File: src/rtl/cgia_bus_arbiter.sv
// cgia_bus_arbiter: shares the 16-bit video-memory Wishbone slave between the CGIA fetcher and the CPU.
// Optional feature macro CGIA_ARB_ROUND_ROBIN_EN: a CPU that waited through a fetch burst wins the next grant.
module cgia_bus_arbiter #(
  parameter int unsigned TIMEOUT_CYCLES = 255
) (
  input  logic        clk_i,
  input  logic        reset_i,
  input  logic        v_cyc_i,
  input  logic [23:1] v_adr_i,
  output logic        v_ack_o,
  output logic [15:0] v_dat_o,
  output logic        v_err_o,
  input  logic        c_cyc_i,
  input  logic        c_stb_i,
  input  logic        c_we_i,
  input  logic [1:0]  c_sel_i,
  input  logic [23:1] c_adr_i,
  input  logic [15:0] c_dat_i,
  output logic        c_ack_o,
  output logic [15:0] c_dat_o,
  output logic        c_err_o,
  output logic        m_cyc_o,
  output logic        m_stb_o,
  output logic        m_we_o,
  output logic [1:0]  m_sel_o,
  output logic [23:1] m_adr_o,
  output logic [15:0] m_dat_o,
  input  logic        m_ack_i,
  input  logic [15:0] m_dat_i,
  output logic [1:0]  gnt_o
);

  typedef enum logic [1:0] {
    GNT_IDLE = 2'b00,
    GNT_VID  = 2'b01,
    GNT_CPU  = 2'b10
  } gnt_t;

  localparam logic [15:0] LP_TIMEOUT = 16'(TIMEOUT_CYCLES);

  gnt_t        r_gnt;
  gnt_t        w_gnt_next;
  logic [15:0] r_wdt;
  logic        w_pending;
  logic        w_hold_cyc;
  logic        w_timeout;

  // A holder keeps the bus while its cyc is high; a free bus goes to the fetcher unless the CPU is owed a turn.
  function automatic gnt_t f_next_gnt(input gnt_t cur, input logic v_req, input logic c_req,
                                      input logic cpu_first);
    gnt_t nxt;
    nxt = GNT_IDLE;
    case (cur)
      GNT_VID: nxt = v_req ? GNT_VID : (c_req ? GNT_CPU : GNT_IDLE);
      GNT_CPU: nxt = c_req ? GNT_CPU : (v_req ? GNT_VID : GNT_IDLE);
      GNT_IDLE: begin
        if (c_req && (cpu_first || !v_req)) nxt = GNT_CPU;
        else if (v_req)                     nxt = GNT_VID;
        else                                nxt = GNT_IDLE;
      end
      default: nxt = GNT_IDLE;
    endcase
    return nxt;
  endfunction

  assign w_gnt_next = f_next_gnt(r_gnt, v_cyc_i, c_cyc_i, w_pending);
  // An acknowledge in the timeout cycle wins over the error.
  assign w_timeout  = (LP_TIMEOUT != 16'd0) && (r_wdt == LP_TIMEOUT) && !m_ack_i;

`ifdef CGIA_ARB_ROUND_ROBIN_EN
  logic r_cpu_pending;

  // Remember a CPU request seen during a fetch burst until the CPU is granted.
  always_ff @(posedge clk_i or posedge reset_i) begin
    if (reset_i)                               r_cpu_pending <= 1'b0;
    else if (w_gnt_next == GNT_CPU)            r_cpu_pending <= 1'b0;
    else if ((r_gnt == GNT_VID) && c_cyc_i)    r_cpu_pending <= 1'b1;
    else                                       r_cpu_pending <= r_cpu_pending;
  end

  assign w_pending = r_cpu_pending;
`else
  assign w_pending = 1'b0;
`endif

  // Grant state and bus watchdog.
  always_ff @(posedge clk_i or posedge reset_i) begin
    if (reset_i) begin
      r_gnt <= GNT_IDLE;
      r_wdt <= 16'd0;
    end else begin
      r_gnt <= w_gnt_next;
      if ((w_gnt_next != r_gnt) || m_ack_i || !w_hold_cyc || w_timeout) r_wdt <= 16'd0;
      else                                                             r_wdt <= r_wdt + 16'd1;
    end
  end

  // Memory-side mux of the granted master; cyc/stb are dropped in the timeout cycle.
  always_comb begin
    w_hold_cyc = 1'b0;
    m_cyc_o    = 1'b0;
    m_stb_o    = 1'b0;
    m_we_o     = 1'b0;
    m_sel_o    = 2'b00;
    m_adr_o    = 23'd0;
    m_dat_o    = 16'd0;
    case (r_gnt)
      GNT_VID: begin
        w_hold_cyc = v_cyc_i;
        m_cyc_o    = v_cyc_i & ~w_timeout;
        m_stb_o    = v_cyc_i & ~w_timeout;
        m_sel_o    = 2'b11;
        m_adr_o    = v_adr_i;
      end
      GNT_CPU: begin
        w_hold_cyc = c_cyc_i;
        m_cyc_o    = c_cyc_i & ~w_timeout;
        m_stb_o    = c_stb_i & ~w_timeout;
        m_we_o     = c_we_i;
        m_sel_o    = c_sel_i;
        m_adr_o    = c_adr_i;
        m_dat_o    = c_dat_i;
      end
      default: begin
        w_hold_cyc = 1'b0;
      end
    endcase
  end

  assign v_ack_o = (r_gnt == GNT_VID) & m_ack_i;
  assign c_ack_o = (r_gnt == GNT_CPU) & m_ack_i;
  assign v_err_o = (r_gnt == GNT_VID) & w_timeout;
  assign c_err_o = (r_gnt == GNT_CPU) & w_timeout;
  assign v_dat_o = m_dat_i;
  assign c_dat_o = m_dat_i;
  assign gnt_o   = r_gnt;

endmodule

File: config.mk
export PLATFORM = sky130hd
export DESIGN_NAME = cgia_bus_arbiter
export DESIGN_NICKNAME = d
export VERILOG_FILES = /design/src/rtl/cgia_bus_arbiter.sv
export SDC_FILE = /design/constraint.sdc
export NUM_CORES = 1
export LEC_CHECK = 0
export ABC_CLOCK_PERIOD_IN_PS = 4400
export CORE_ASPECT_RATIO = 0.6
export CORE_UTILIZATION = 48
export CTS_BUF_LIST = sky130_fd_sc_hd__clkbuf_4
export DETAILED_ROUTE_END_ITERATION = 10
export DONT_BUFFER_PORTS = 1
export GPL_TIMING_DRIVEN = 0
export MAX_ROUTING_LAYER = met4
export PLACE_DENSITY_LB_ADDON = 0.1
export SLEW_MARGIN = 20
export SYNTH_ARGS = -nofsm -noshare
export SYNTH_HDL_FRONTEND = slang
export SYNTH_SLANG_ARGS = --single-unit
File: constraint.sdc
create_clock -name clk_i -period 4.4 [get_ports clk_i]
set_input_delay 0.66 -clock clk_i [delete_from_list [all_inputs] [get_ports clk_i]]
set_output_delay 0.66 -clock clk_i [all_outputs]
set_load 0.01 [all_outputs]
==> reports/qor.csv <==
metric,value,unit
gr ovfl total,0,
# diodes,0,
crit path launch type,register,
Register-to-Register Setup Slack,2240,ps
Worst VDD drop,133,uV
RSZ-0062 raised after global routing,false,
share of the synthesized area in the top cell type,0.244,
fin cells,263,
most frequent cells in the layout,"32 x buf_4, 27 x nor2b_1, 25 x a22oi_1",
CP endpoint kind,primary output,
WL met3,663,um
M1 wire length,2.07,mm
clock buffer depth,2,
Max Used Layer,met4,
# rows,17,
"most common cell after layout, fill and taps aside",buf_4,
LEAKAGE,0.766,nW
Layout Nets,310,
run status,finished clean,
critical path endpoint,m_stb_o,
GRT Total Usage,0.265,
core box area,3680,um2
routed vias/inst,5.94,
Cell Pwr Density,277,nW/um2
Clock Sinks,18,
"Top FF cell, synth",dfrtp_1,
Worst Tran Pin Value,691,ps
Skew-Pair Late Insertion Delay,300,ps
CP Launch Point,gnt_o[1]$_DFF_PP0_,
Synth Cell Area,1850,um2
crit path time final,3150,ps
"Gates resized, CTS repair",0,
clk root buf,clkbuf_4,
leading area contributor after synthesis,dfrtp_1,
period utilization,0.715,
initial DRC count,106,
Max Cap Viol,0,
"delay-heaviest family, CP",buffers and inverters,
"top cells by area, synth","dfrtp_1 24%, buf_4 13%, a22oi_1 10%",
die extent in y,50.0,um
Initial Util,0.502,
critical path type,reg2out,
DR pass1 iterations,5,
die width,82.1,um
via count,1561,
max incr delay on CP,490,ps
CP bufs+invs,3,
Final Wtd Congestion,0.830,
asr flop ratio synth,1.00,
hold-fix buffer count after cts,0,
largest net degree at the start of global routing,19,
Synth warnings,0,
Synth Area per Inst,8.67,um2
CP Max Fanout,10,
H-tree Lvls,1,
clock skew,4.93,ps
Die ar.,4110,um2
number of synthesized register bits,18,
CTS clock-pin slew for the worst setup and hold paths,100,ps
fmax,0.318,GHz
Hold Path Class,in2async,
io pins,169,
reg2reg end,r_wdt[10]$_DFF_PP0_,
placed insts,260,
syn_nets,305,
"Core Util, Final",0.524,
FF-to-FF Start,gnt_o[0]$_DFF_PP0_,
Num CTS Buffers,3,
met2 wire len,2.82,mm
Rel. slew slack,0.539,
R2R depth,8,
post-CTS setup buffer count,0,
critical path arrival,2490,ps
PortBufs,0,
"Seq/Total Area, Yosys",0.244,
routed len/inst,21.3,um
dpl hpwl,4.74,mm
final setup fails,0,
Post-synth EDFFs,0,
fin. max-slew vios,0,
Design Power,0.533,mW
layout cells sized above 1,0.241,
WP depth,6,
Netlist cell types,34,
first-pass GRT wire length,7.47,mm
WP data required,3740,ps
initial antenna violation count,0,
Syn-to-layout area delta,4.40,%
Setup TNS,0,ps
DRC Markers,0,
hold slack,345,ps
Gate Count Post-Synth,213,
CTS tree,built,
WL final,5.61,mm
vias in the first global route,1311,
Fin. Hold Viols,0,
slowest CP cell,dfrtp_1,
crit-path cells,"inv_1, ha_1, clkbuf_1, buf_1, a22oi_1, nor3b_1",
Antenna Violating Nets Remaining,0,
-- cells in the mapped netlist (3+ instances only) --
library cell  instances
inv_1                 5
buf_4                32
ha_1                  5
buf_1                 4
clkbuf_1              5
nor2b_1              27
dfrtp_1              18
nor2_4                8
and2_1               21
nor2_1                9
a22oi_1              25
xor2_1                8
xnor2_1               6
nand4_1               4
nand2_1               8
and3_1                3
nor4_1                3
-- stage by stage --
stage	instance area [um2]	setup WS, ps
global route	1930	1140
detailed placement	1910	1630
floorplan	1850	1990
finish	1930	1250
CTS	1930	1290
global placement	1910	1700
-- worst register-to-register path: cells and delay by family (launching register included) --
kind / cells / cell delay, ps
flops: 1 / 510
simple gates: 3 / 680
fa+ha+maj: 1 / 190
buf+inv: 3 / 580
compound gates: 1 / 150
-- cell families after synthesis --
group,share of synthesized area
xor+xnor,0.0840
simple gates,0.348
compound gates,0.123
flops,0.244
buf+inv,0.167
fa+ha+maj,0.0339
-- layer usage --
metal	vias to the layer above	GRT usage
li1	698	-
met1	758	0.317
met2	99	0.449
met3	6	0.0759
met4	0	0.0439
met5	-	-
-- cell type report --
| class | count | area, um2 |
|---|---|---|
| Clock buffer | 3 | 22.5 |
| Tap cell | 47 | 58.8 |
| Sequential cell | 18 | 450 |
| Buffer | 43 | 290 |
| Fill cell | 357 | 1750 |
| Multi-Input combinational cell | 147 | 1090 |
| Inverter | 5 | 18.8 |
-- worst min path at each step --
| stage | startpoint | end | slack [ps] | cells past startpoint |
|---|---|---|---|---|
| 3_3_place_gp | r_wdt[0]$_DFF_PP0_ | r_wdt[0]$_DFF_PP0_ | 480 | 1 |
| 3_5_place_dp | r_wdt[0]$_DFF_PP0_ | r_wdt[0]$_DFF_PP0_ | 490 | 1 |
| 4_1_cts | reset_i | r_wdt[1]$_DFF_PP0_ | 370 | 1 |
| 6_report | reset_i | gnt_o[0]$_DFF_PP0_ | 350 | 1 |
| 5_1_grt | reset_i | r_wdt[0]$_DFF_PP0_ | 400 | 1 |
| 2_1_floorplan | r_wdt[0]$_DFF_PP0_ | r_wdt[0]$_DFF_PP0_ | 460 | 1 |
-- sequential cells by signal, indices dropped and copies added, names as in the netlist --
name,cells
gnt_o,2
r_wdt,16
-- power breakdown --
group          leakage [nW]  internal, mW  switching, mW
Clock                0.0138        0.0319         0.0519
Sequential            0.249         0.169        0.00973
Combinational         0.503         0.111          0.160
Total                 0.766         0.312          0.222
No activity file was read; power rests on OpenSTA's default activity.
